==> src/rtl/ctrl_trace_pkg.sv <==
// Shared definitions for the control-word trace encoder.
// Holds the opcode values recovered by decode, the encoder state encoding,
// the bit offsets of the fields in a trace record, and the decode result type.
package ctrl_trace_pkg;

    localparam logic [5:0] OP_ADD     = 6'b000000;
    localparam logic [5:0] OP_ADDI    = 6'b000001;
    localparam logic [5:0] OP_SUB     = 6'b000010;
    localparam logic [5:0] OP_ORI     = 6'b010000;
    localparam logic [5:0] OP_AND     = 6'b010001;
    localparam logic [5:0] OP_OR      = 6'b010010;
    localparam logic [5:0] OP_MOVE    = 6'b100000;
    localparam logic [5:0] OP_SW      = 6'b100110;
    localparam logic [5:0] OP_LW      = 6'b100111;
    localparam logic [5:0] OP_BEQ     = 6'b110000;
    localparam logic [5:0] OP_HALT    = 6'b111111;
    localparam logic [5:0] OP_ILLEGAL = 6'b111110;

    typedef enum logic [1:0] {
        IDLE   = 2'd0,
        RUN    = 2'd1,
        HALTED = 2'd2
    } state_e;

    // Record layout: {pc, opcode, taken, ambig, illegal}
    localparam int REC_ILLEGAL = 0;
    localparam int REC_AMBIG   = 1;
    localparam int REC_TAKEN   = 2;
    localparam int REC_OP_LSB  = 3;
    localparam int REC_OP_W    = 6;
    localparam int REC_PC_LSB  = 9;

    typedef struct packed {
        logic [5:0] opcode;
        logic       taken;
        logic       ambig;
        logic       illegal;
    } dec_t;

endpackage

==> src/rtl/ctrl_trace_encoder_if.sv <==
// Valid/ready drain port carrying trace records to the debug sink.
//   trace_valid : head record present (encoder -> sink)
//   trace_ready : sink accepts the head record (sink -> encoder)
//   trace_data  : head record, zero when nothing is buffered
interface ctrl_trace_encoder_if #(
    parameter int PC_W = 32
) ();
    logic            trace_valid;
    logic            trace_ready;
    logic [PC_W+8:0] trace_data;

    modport master (output trace_valid, output trace_data, input trace_ready);
    modport slave  (input trace_valid, input trace_data, output trace_ready);
endinterface

==> src/rtl/trace_fifo.sv <==
// Small synchronous FIFO for trace records.
//   push_i/data_i : write request; accepted when not full or when popping
//   pop_i         : read request; ignored while empty
//   data_o        : head entry, zero when empty
//   full_o/empty_o: occupancy flags
module trace_fifo #(
    parameter int WIDTH = 41,
    parameter int DEPTH = 8
) (
    input  logic             clk_i,
    input  logic             rst_n_i,
    input  logic             push_i,
    input  logic [WIDTH-1:0] data_i,
    input  logic             pop_i,
    output logic [WIDTH-1:0] data_o,
    output logic             full_o,
    output logic             empty_o
);
    localparam int AW = $clog2(DEPTH);
    localparam int CW = $clog2(DEPTH + 1);
    localparam logic [CW-1:0] FULL_CNT = CW'(DEPTH);

    logic [WIDTH-1:0] mem_q [DEPTH];
    logic [AW-1:0]    wr_ptr_q, rd_ptr_q;
    logic [CW-1:0]    count_q;
    logic             do_pop, do_push;

    assign empty_o = (count_q == '0);
    assign full_o  = (count_q == FULL_CNT);
    assign do_pop  = pop_i && !empty_o;
    // A pop on the same edge frees the slot a full FIFO needs for the push.
    assign do_push = push_i && (!full_o || do_pop);
    assign data_o  = empty_o ? '0 : mem_q[rd_ptr_q];

    always_ff @(posedge clk_i or negedge rst_n_i) begin
        if (!rst_n_i) begin
            wr_ptr_q <= '0;
            rd_ptr_q <= '0;
            count_q  <= '0;
        end else begin
            if (do_push) wr_ptr_q <= wr_ptr_q + AW'(1);
            if (do_pop)  rd_ptr_q <= rd_ptr_q + AW'(1);
            case ({do_push, do_pop})
                2'b10:   count_q <= count_q + CW'(1);
                2'b01:   count_q <= count_q - CW'(1);
                default: count_q <= count_q;
            endcase
        end
    end

    always_ff @(posedge clk_i) begin
        if (do_push) mem_q[wr_ptr_q] <= data_i;
    end

endmodule

==> src/rtl/ctrl_trace_encoder.sv <==
// Trace encoder: maps the CPU control word back to its opcode each cycle,
// tags branch outcome / ambiguity / illegal flags and buffers the record.
//   CLK, RST_n          : clock, async active-low reset
//   trace_en, pc        : sampling enable and PC of the executing instruction
//   Extsel..ALUOp       : control-unit outputs
//   trace               : valid/ready record port (master side)
//   halted              : encoder sits in HALTED
//   instr_cnt, drop_cnt : records generated / records lost to a full FIFO
module ctrl_trace_encoder
    import ctrl_trace_pkg::*;
#(
    parameter int PC_W  = 32,
    parameter int DEPTH = 8
) (
    input  logic              CLK,
    input  logic              RST_n,
    input  logic              trace_en,
    input  logic [PC_W-1:0]   pc,
    input  logic              Extsel,
    input  logic              PCWre,
    input  logic              RegOut,
    input  logic              RegWre,
    input  logic              ALUSrcB,
    input  logic              ALUM2Reg,
    input  logic              PCSrc,
    input  logic              DataMemRW,
    input  logic [2:0]        ALUOp,
    ctrl_trace_encoder_if.master trace,
    output logic              halted,
    output logic [31:0]       instr_cnt,
    output logic [15:0]       drop_cnt
);
    localparam int REC_W = PC_W + 9;

    // Every non-halt rule also requires PCWre=1 so an unknown PCWre
    // falls through to illegal instead of matching a later rule.
    function automatic dec_t decode(input logic e, p, o, w, b, m, s, d,
                                    input logic [2:0] a);
        dec_t r;
        r.opcode  = OP_ILLEGAL;
        r.taken   = 1'b0;
        r.ambig   = 1'b0;
        r.illegal = 1'b1;
        if (p == 1'b0) begin
            r.opcode = OP_HALT; r.illegal = 1'b0;
        end else if (p == 1'b1 && d == 1'b1 && w == 1'b0 && b == 1'b1 && a == 3'b000) begin
            r.opcode = OP_SW; r.illegal = 1'b0;
        end else if (p == 1'b1 && m == 1'b1 && w == 1'b1 && b == 1'b1 && o == 1'b0 && a == 3'b000) begin
            r.opcode = OP_LW; r.illegal = 1'b0;
        end else if (p == 1'b1 && w == 1'b0 && b == 1'b0 && a == 3'b001 && (s == 1'b0 || s == 1'b1)) begin
            r.opcode = OP_BEQ; r.illegal = 1'b0; r.taken = s;
        end else if (p == 1'b1 && w == 1'b1 && o == 1'b1 && b == 1'b0 && m == 1'b0) begin
            r.illegal = 1'b0;
            case (a)
                3'b000:  begin r.opcode = OP_ADD; r.ambig = 1'b1; end  // identical to move
                3'b001:  r.opcode = OP_SUB;
                3'b100:  r.opcode = OP_AND;
                3'b011:  r.opcode = OP_OR;
                default: begin r.opcode = OP_ILLEGAL; r.illegal = 1'b1; end
            endcase
        end else if (p == 1'b1 && w == 1'b1 && o == 1'b0 && b == 1'b1 && m == 1'b0) begin
            if (a == 3'b000 && e == 1'b1) begin
                r.opcode = OP_ADDI; r.illegal = 1'b0;
            end else if (a == 3'b011 && e == 1'b0) begin
                r.opcode = OP_ORI; r.illegal = 1'b0;
            end
        end
        return r;
    endfunction

    state_e           state_q;
    logic             halted_q;
    logic [31:0]      instr_cnt_q;
    logic [15:0]      drop_cnt_q;
    dec_t             dec;
    logic [REC_W-1:0] rec;
    logic             gen, pop, full, empty, drop;

    always_comb begin
        dec = decode(Extsel, PCWre, RegOut, RegWre, ALUSrcB, ALUM2Reg, PCSrc,
                     DataMemRW, ALUOp);
        rec = '0;
        rec[REC_PC_LSB +: PC_W]   = pc;
        rec[REC_OP_LSB +: REC_OP_W] = dec.opcode;
        rec[REC_TAKEN]            = dec.taken;
        rec[REC_AMBIG]            = dec.ambig;
        rec[REC_ILLEGAL]          = dec.illegal;
        gen = 1'b0;
        if (trace_en == 1'b1) begin
            case (state_q)
                RUN:     gen = 1'b1;
                HALTED:  gen = (PCWre == 1'b1);
                default: gen = 1'b0;
            endcase
        end
    end

    assign trace.trace_valid = !empty;
    assign pop  = !empty && trace.trace_ready;
    assign drop = gen && full && !pop;

    trace_fifo #(.WIDTH(REC_W), .DEPTH(DEPTH)) u_fifo (
        .clk_i   (CLK),
        .rst_n_i (RST_n),
        .push_i  (gen),
        .data_i  (rec),
        .pop_i   (pop),
        .data_o  (trace.trace_data),
        .full_o  (full),
        .empty_o (empty)
    );

    always_ff @(posedge CLK or negedge RST_n) begin
        if (!RST_n) begin
            state_q     <= IDLE;
            halted_q    <= 1'b0;
            instr_cnt_q <= '0;
            drop_cnt_q  <= '0;
        end else begin
            if (trace_en != 1'b1) begin
                state_q  <= IDLE;
                halted_q <= 1'b0;
            end else begin
                case (state_q)
                    IDLE: begin
                        state_q  <= RUN;
                        halted_q <= 1'b0;
                    end
                    RUN: begin
                        if (dec.opcode == OP_HALT) begin
                            state_q  <= HALTED;
                            halted_q <= 1'b1;
                        end
                    end
                    HALTED: begin
                        if (PCWre == 1'b1) begin
                            state_q  <= RUN;
                            halted_q <= 1'b0;
                        end
                    end
                    default: begin
                        state_q  <= IDLE;
                        halted_q <= 1'b0;
                    end
                endcase
            end
            if (gen) instr_cnt_q <= instr_cnt_q + 32'd1;
            if (drop && drop_cnt_q != 16'hFFFF) drop_cnt_q <= drop_cnt_q + 16'd1;
        end
    end

    assign halted    = halted_q;
    assign instr_cnt = instr_cnt_q;
    assign drop_cnt  = drop_cnt_q;

endmodule
==> src/flat_wrapper.sv <==
// flat-port wrapper written by rule: the top's interface ports become plain ports
module ctrl_trace_encoder_flat import ctrl_trace_pkg::*;
#(
    parameter int PC_W  = 32,
    parameter int DEPTH = 8
)
  (CLK, RST_n, trace_en, pc, Extsel, PCWre, RegOut, RegWre, ALUSrcB, ALUM2Reg, PCSrc, DataMemRW, ALUOp, halted, instr_cnt, drop_cnt, trace_trace_valid, trace_trace_data, trace_trace_ready);
  ctrl_trace_encoder_if #(.PC_W(PC_W)) trace_i ();
  input  logic CLK;
  input  logic RST_n;
  input  logic trace_en;
  input  logic [PC_W-1:0] pc;
  input  logic Extsel;
  input  logic PCWre;
  input  logic RegOut;
  input  logic RegWre;
  input  logic ALUSrcB;
  input  logic ALUM2Reg;
  input  logic PCSrc;
  input  logic DataMemRW;
  input  logic [2:0] ALUOp;
  output logic halted;
  output logic [31:0] instr_cnt;
  output logic [15:0] drop_cnt;
  output wire logic [$bits(trace_i.trace_valid)-1:0] trace_trace_valid;
  output wire logic [$bits(trace_i.trace_data)-1:0] trace_trace_data;
  input wire logic [$bits(trace_i.trace_ready)-1:0] trace_trace_ready;
  assign trace_trace_valid = trace_i.trace_valid;
  assign trace_trace_data = trace_i.trace_data;
  assign trace_i.trace_ready = trace_trace_ready;
  ctrl_trace_encoder #(.PC_W(PC_W), .DEPTH(DEPTH)) u_core (.CLK(CLK), .RST_n(RST_n), .trace_en(trace_en), .pc(pc), .Extsel(Extsel), .PCWre(PCWre), .RegOut(RegOut), .RegWre(RegWre), .ALUSrcB(ALUSrcB), .ALUM2Reg(ALUM2Reg), .PCSrc(PCSrc), .DataMemRW(DataMemRW), .ALUOp(ALUOp), .trace(trace_i), .halted(halted), .instr_cnt(instr_cnt), .drop_cnt(drop_cnt));
endmodule
==> config.mk <==
export PLATFORM = sky130hd
export DESIGN_NAME = ctrl_trace_encoder_flat
export DESIGN_NICKNAME = d
export VERILOG_FILES = /design/src/rtl/ctrl_trace_pkg.sv /design/src/rtl/ctrl_trace_encoder_if.sv /design/src/rtl/trace_fifo.sv /design/src/rtl/ctrl_trace_encoder.sv /design/src/flat_wrapper.sv
export SDC_FILE = /design/constraint.sdc
export NUM_CORES = 1
export LEC_CHECK = 0
export CORE_UTILIZATION = 50
export CTS_CLUSTER_SIZE = 28
export DETAILED_ROUTE_END_ITERATION = 12
export DONT_BUFFER_PORTS = 1
export PLACE_DENSITY = 0.71
export SLEW_MARGIN = 20
export SYNTH_ARGS = -nofsm -noshare
export SYNTH_HDL_FRONTEND = slang
export SYNTH_SLANG_ARGS = --single-unit
==> constraint.sdc <==
create_clock -name CLK -period 8.1 [get_ports CLK]
set_clock_uncertainty 0.15 [all_clocks]
set_input_delay 0.405 -clock CLK [delete_from_list [all_inputs] [get_ports CLK]]
set_output_delay 0.405 -clock CLK [all_outputs]
set_load 0.03 [all_outputs]
Yosys cells after proc, flatten, opt, wreduce, memory -nomap -nowiden
Memory sizes are Yosys's and may differ from the RTL's.
Cells that the tools add are included.

cells by class
  equality and inequality tests = 12
  muxes and demuxes = 39
  add/sub/neg operators = 6
  bitwise logic cells = 5
  reduce and logical (&&, ||, !) cells = 37

operators with widths
  cell                                                                 count
  6-bit 2-to-1 mux                                                     8
  41-bit 2-to-1 mux                                                    1
  32-bit by 1-bit adder with 32-bit output (second input constant)     1
  1-bit logical AND                                                    27
  6-bit one-hot mux with 4 select lines                                1
  1-bit 2-to-1 mux                                                     19
  16-bit by 1-bit adder with 16-bit output (second input constant)     1
  16-bit != test (second input constant)                               1
  2-bit 2-to-1 mux                                                     6
  4-bit one-hot mux with 2 select lines                                1
  3-bit by 1-bit adder with 3-bit output (second input constant)       2
  6-bit == test (second input constant)                                1
  2-bit one-hot mux with 3 select lines                                1
  1-bit inverter                                                       5
  4-bit by 1-bit adder with 4-bit output (second input constant)       1
  2-bit by 1-bit == test with 1-bit output (second input constant)     2
  2-bit == test (second input constant)                                2
  4-bit == test (second input constant)                                1
  4-bit zero test                                                      1
  1-bit one-hot mux with 2 select lines                                2
  4-bit OR reduction                                                   1
  4-bit by 1-bit subtractor with 4-bit output (second input constant)  1
  3-bit by 1-bit == test with 1-bit output (second input constant)     1
  3-bit by 2-bit == test with 1-bit output (second input constant)     1
  9 further kinds                                                      11

storage, ports and cells
  memories kept = 1
  output and inout port bits = 91
  bits of input ports = 47
  bits in writable memories = 328
  register bits after elaboration = 61

memories
  memory               words  bits a word  read ports  clocked after Yosys merged registers in  write ports  line              RTL
  u_core.u_fifo.mem_q  8      41           1           0                                        1            trace_fifo.sv:23  logic [WIDTH-1:0] mem_q [DEPTH];

Longest topological paths before layout
  word-level depth = 14
  depth in mapped cells = 12
  mapped depth without buffers = 11

By module
A second synthesis with hierarchy kept.

unflattened totals
  cells, all modules = 837
  area, all modules = 15746.4 sq um

modules (own cells, without submodules)
  module              cells an instance  instances  area an instance (sq um)
  trace_fifo          578                1          13037.5
  ctrl_trace_encoder  259                1          2708.8

Worst setup path before layout
Ideal clock, no wire load.

  path type = reg-to-reg
  from = register u_core.halted (netlist name)
  to = memory u_core.u_fifo.mem_q[0][0] (enable)
  clock period less this slack = 6.132 ns
  stages on the path, launching flop included = 7
  setup slack = 1.968 ns
  required time = 7.409 ns
  data arrival time = 5.440 ns
  cell sequence = dfrtp_1 -> inv_1 -> ha_1 -> nand2_1 -> nor2_1 -> nand2_1 -> nor4_1

RTL lines
  what       line
  to (decl)  trace_fifo.sv:23

Final worst setup path
  from = register u_core.u_fifo.rd_ptr_q[0]
  to = output trace_trace_data[20]

on the way
  word-level cells in the longest chain between the ends = 2

ends and longest elaborated chain
  what                    line                RTL
  from (decl)             trace_fifo.sv:24    logic [AW-1:0] wr_ptr_q, rd_ptr_q;
  from (signal assigned)  trace_fifo.sv:42    if (do_pop) rd_ptr_q <= rd_ptr_q + AW'(1);
  memory 8 x 41 bit       -
  41-bit 2-to-1 mux       trace_fifo.sv:33    assign data_o = empty_o ? '0 : mem_q[rd_ptr_q];
  to (decl)               flat_wrapper.sv:26  output wire logic [$bits(trace_i.trace_data)-1:0] trace_trace_data;

Every way passes these cells.

==> impl_summary.log <==
[metrics] maximum clock rate: ~0.25 GHz
[metrics] final hold vios: 0
[metrics] combined area of all synthesized cells: between 15000 and 20000 um2
[metrics] Starting DRT DRC Count: slightly below 600
[metrics] layout filler cell count: between 2000 and 2500
[metrics] final core utilization: between 50% and 60%
[metrics] endpoint type of the worst setup path: primary output
[metrics] most common cell after layout, fill and taps aside: sky130_fd_sc_hd__edfxtp_1
[metrics] global-route wire length before repair: about 46000 um
[metrics] share of post-route cells with drive strength above 1: between 10% and 20%
[metrics] maximum count of clock buffers along a single path: 3
[metrics] worst IR drop on VDD: ~0.22 mV
[metrics] vias in the first global route: ~8100
[metrics] clock-pin slew of the registers on the worst-case setup and hold paths: approximately 0.06 ns
[metrics] Net count, final: between 900 and 1000
[metrics] RSZ-0062 raised after global routing: false
[metrics] row count: 64
[metrics] pin count of the biggest net entering global routing: slightly above 60
[metrics] antenna violations before repair: 1
[metrics] most frequent cells in the layout: sky130_fd_sc_hd__edfxtp_1 (328), sky130_fd_sc_hd__mux4_2 (82), sky130_fd_sc_hd__nor2_1 (58)
[metrics] critical path, cell by cell: buf_4 -> mux4_2 -> mux2i_1 -> nor2_1
[metrics] #FFs+latches synth: 388
[metrics] cell count after placement: roughly 1200
[metrics] IO buf count: 0
[metrics] maximum cell stage delay along the critical path: 0.92 ns
[metrics] fraction of registers with async set/reset: 15.5%
[metrics] start point of the worst min-delay path: PCSrc
[metrics] Cell Count, Final, Fillers Out: 1316
[metrics] Hold WS: about 0.12 ns
[metrics] Fin Setup TNS: 0 ns
[metrics] routing usage on met1: a little over a quarter
[metrics] transition time at the pin with the least slew margin: 0.947 ns
[metrics] kind of path behind the tightest hold check: in2reg
[metrics] Worst Setup Start Kind: register
[metrics] outcome: finished, final reports clean
[metrics] PnR Total Power: around 0.0056 W
[metrics] launch instance of the worst register-to-register path: u_core.halted
[metrics] count of max-cap constraint violations: 0
[metrics] Post-synth EDFFs: 328
[metrics] depth of the CTS H-tree: 2
[metrics] clock latency on the worst-skew pair: between 0.5 and 0.6 ns
[metrics] effective utilization at floorplan: between 50% and 60%
[metrics] die width: roughly 180 um
[metrics] post-route minimum period: roughly 4 ns
[metrics] number of buffers added for setup after CTS: 0
[metrics] hold buffers post-CTS: 38
[metrics] Boundary Pins: about 140
[metrics] average footprint of a synthesized cell: about 19 um2
[metrics] global routing met2 resource utilization: 31.2%
[metrics] grt total ovfl: 0
[metrics] top cell family by delay on the critical path: flip-flops
[metrics] beginning of the critical path: u_core.u_fifo.rd_ptr_q[0]
[metrics] relative area change from synthesis to final layout: 13.8%
[metrics] portion of the post-synthesis area used by sequential elements: 72.9%
[metrics] die height: about 180 um
[metrics] count of unique library cells instantiated by Yosys: 46
[metrics] count of endpoints failing setup in the final report: 0
[metrics] placer congestion estimate: approximately 0.78
[metrics] busiest layer in global routing: met2
[metrics] power density normalized to cell area: ~310 nW/um2
[metrics] CP max stage cell: sky130_fd_sc_hd__dfrtp_4
[metrics] data arrival time of the worst path: between 3 and 4 ns
[metrics] Buf+Inv Stages, Crit Path: 1
[metrics] Yosys warning total: 0
[metrics] DRC violation count after routing: 0
[metrics] total detailed-routing wirelength: 29600 um
[metrics] average vias per placed instance: between 5 and 6
[metrics] Primary FF master, synth: sky130_fd_sc_hd__edfxtp_1
[metrics] leakage component of the power: approximately 6.1 nW
[metrics] data required time of the worst path: ~7.6 ns
[metrics] Pins Over Slew Limit: 0
[metrics] clock tree from TritonCTS: yes
[metrics] Routed wire per std cell: ~23 um
[metrics] maximum fanout encountered on the critical timing path: 47
[metrics] post-cts repair resize count: 0
[metrics] via count: 7573
[metrics] post-route antenna net violation count: 0
[metrics] met3 capacity usage during global routing: 4.28%
[metrics] total global routing track utilization: 19.3%
[metrics] number of buffers added by the clock tree synthesis step: 40
[metrics] slew margin rel.: about 37%
[metrics] router iterations before antenna repair: 5
[metrics] core box area: about 30000 um2
[metrics] synthesized instance count: 827
[metrics] area of the die: roughly 32000 um2
[metrics] kind of critical path: reg2out
[metrics] hpwl dp: between 15000 and 20000 um
[metrics] number of clock sinks: about 390
[metrics] Clock Root Buffer: sky130_fd_sc_hd__clkbuf_16
[metrics] portion of the clock cycle consumed by the worst path in the final layout: between 40% and 50%
[metrics] Syn Nets: 885
## routing by layer
| metal | wire [um] | vias up | share of wire [%] |
|---|---|---|---|
| li1 | - | 3394 | - |
| met1 | 13000 | 3917 | 44 |
| met2 | 14400 | 225 | 48 |
| met5 | 0 | - | 0 |
| met3 | 1840 | 37 | 6.2 |
| met4 | 471 | 0 | 1.6 |
## cells in the mapped netlist (2+ instances only)
library cell | count | area share (%)
sky130_fd_sc_hd__and3_1 | 9 | 0.36
sky130_fd_sc_hd__and2_1 | 4 | 0.16
sky130_fd_sc_hd__and4_1 | 5 | 0.28
sky130_fd_sc_hd__nand3_1 | 24 | 0.77
sky130_fd_sc_hd__inv_1 | 11 | 0.27
sky130_fd_sc_hd__nor3_1 | 9 | 0.29
sky130_fd_sc_hd__nand3b_1 | 3 | 0.14
sky130_fd_sc_hd__mux2_2 | 5 | 0.36
sky130_fd_sc_hd__ha_1 | 10 | 0.80
sky130_fd_sc_hd__nand2_1 | 36 | 0.87
sky130_fd_sc_hd__nor3b_1 | 3 | 0.14
sky130_fd_sc_hd__nor4_2 | 3 | 0.24
sky130_fd_sc_hd__a21oi_1 | 3 | 0.096
sky130_fd_sc_hd__nand4_1 | 14 | 0.56
sky130_fd_sc_hd__and3b_1 | 3 | 0.17
sky130_fd_sc_hd__buf_1 | 5 | 0.12
sky130_fd_sc_hd__mux2i_1 | 44 | 2.8
sky130_fd_sc_hd__dfrtp_1 | 60 | 9.6
sky130_fd_sc_hd__edfxtp_1 | 328 | 63
sky130_fd_sc_hd__o21ai_0 | 4 | 0.13
sky130_fd_sc_hd__nor4_4 | 2 | 0.27
sky130_fd_sc_hd__xor2_1 | 11 | 0.62
sky130_fd_sc_hd__xnor2_1 | 41 | 2.3
sky130_fd_sc_hd__nor2_1 | 61 | 1.5
sky130_fd_sc_hd__mux4_2 | 82 | 12
sky130_fd_sc_hd__clkbuf_1 | 13 | 0.31
sky130_fd_sc_hd__nand2b_1 | 4 | 0.16
sky130_fd_sc_hd__or2_2 | 3 | 0.12
sky130_fd_sc_hd__buf_2 | 10 | 0.32
## metrics by stage
step | instance area, um2 | worst slack (ns)
final | 17700 | 4.15
after detailed placement | 16100 | 4.51
after floorplan | 15600 | 1.97
after CTS | 17700 | 4.00
after global placement | 16100 | 4.57
after global routing | 17700 | 3.87
## worst register-to-register path, stage by stage, from the launching register on
cell and delay, ns:
sky130_fd_sc_hd__dfrtp_1 0.62, sky130_fd_sc_hd__inv_1 0.13, sky130_fd_sc_hd__ha_1 0.30, sky130_fd_sc_hd__nand2_1 0.11, sky130_fd_sc_hd__nor2_1 0.34, sky130_fd_sc_hd__nand3_1 0.37, sky130_fd_sc_hd__nor2_4 0.67, sky130_fd_sc_hd__buf_4 0.49
## state kept, by name, summed over array words and instances (netlist names)
name	flops
u_core.u_fifo.mem_q	328
u_core.instr_cnt	32
u_core.drop_cnt	16
u_core.u_fifo.count_q	4
u_core.u_fifo.rd_ptr_q	3
u_core.u_fifo.wr_ptr_q	3
u_core.halted	1
u_core.state_q	1
## cell type report
type | count | area (um2) | share of cell area (%)
flip-flops and latches | 388 | 11400 | 64.1
multi-input cells | 397 | 4090 | 23.1
clock buffers | 52 | 1050 | 5.90
repair buffers | 52 | 503 | 2.84
well taps | 396 | 495 | 2.80
clock inverters | 18 | 179 | 1.01
inverters | 12 | 45.0 | 0.254
diodes | 1 | 2.50 | 0.0141
## path summary, 6_finish.rpt
path	to	slack, ns	cells after the start
min in group asynchronous	u_core.drop_cnt[14]	0.27	2
hold reg to reg	u_core.u_fifo.count_q[3]	0.41	1
setup reg to reg	u_core.u_fifo.mem_q[3][9]	4.57	7
max in group asynchronous	u_core.instr_cnt[25]	7.26	2
setup / recovery	trace_trace_data[20]	4.15	4
hold / removal	u_core.u_fifo.mem_q[0][2]	0.12	1
## cells by family (layout without fill, tap and decap cells)
group	count (synthesis)	in the layout	share of synthesized area [%]
other	0	1	0
xor gates and xnor gates	52	52	2.93
DFF	388	388	72.9
adders and majority gates	11	11	0.932
AOI/OAI and AO/OA	15	15	0.731
muxes	131	131	15.1
and+or+nand+nor	188	188	6.28
buffers and inverters	42	134	1.17
## power breakdown
group          internal [W]  switching (W)
sequential          0.00223       0.000201
clock               0.00101       0.000716
combinational      0.000566       0.000854
total               0.00381        0.00177
Power figures use the tool's default switching activity.
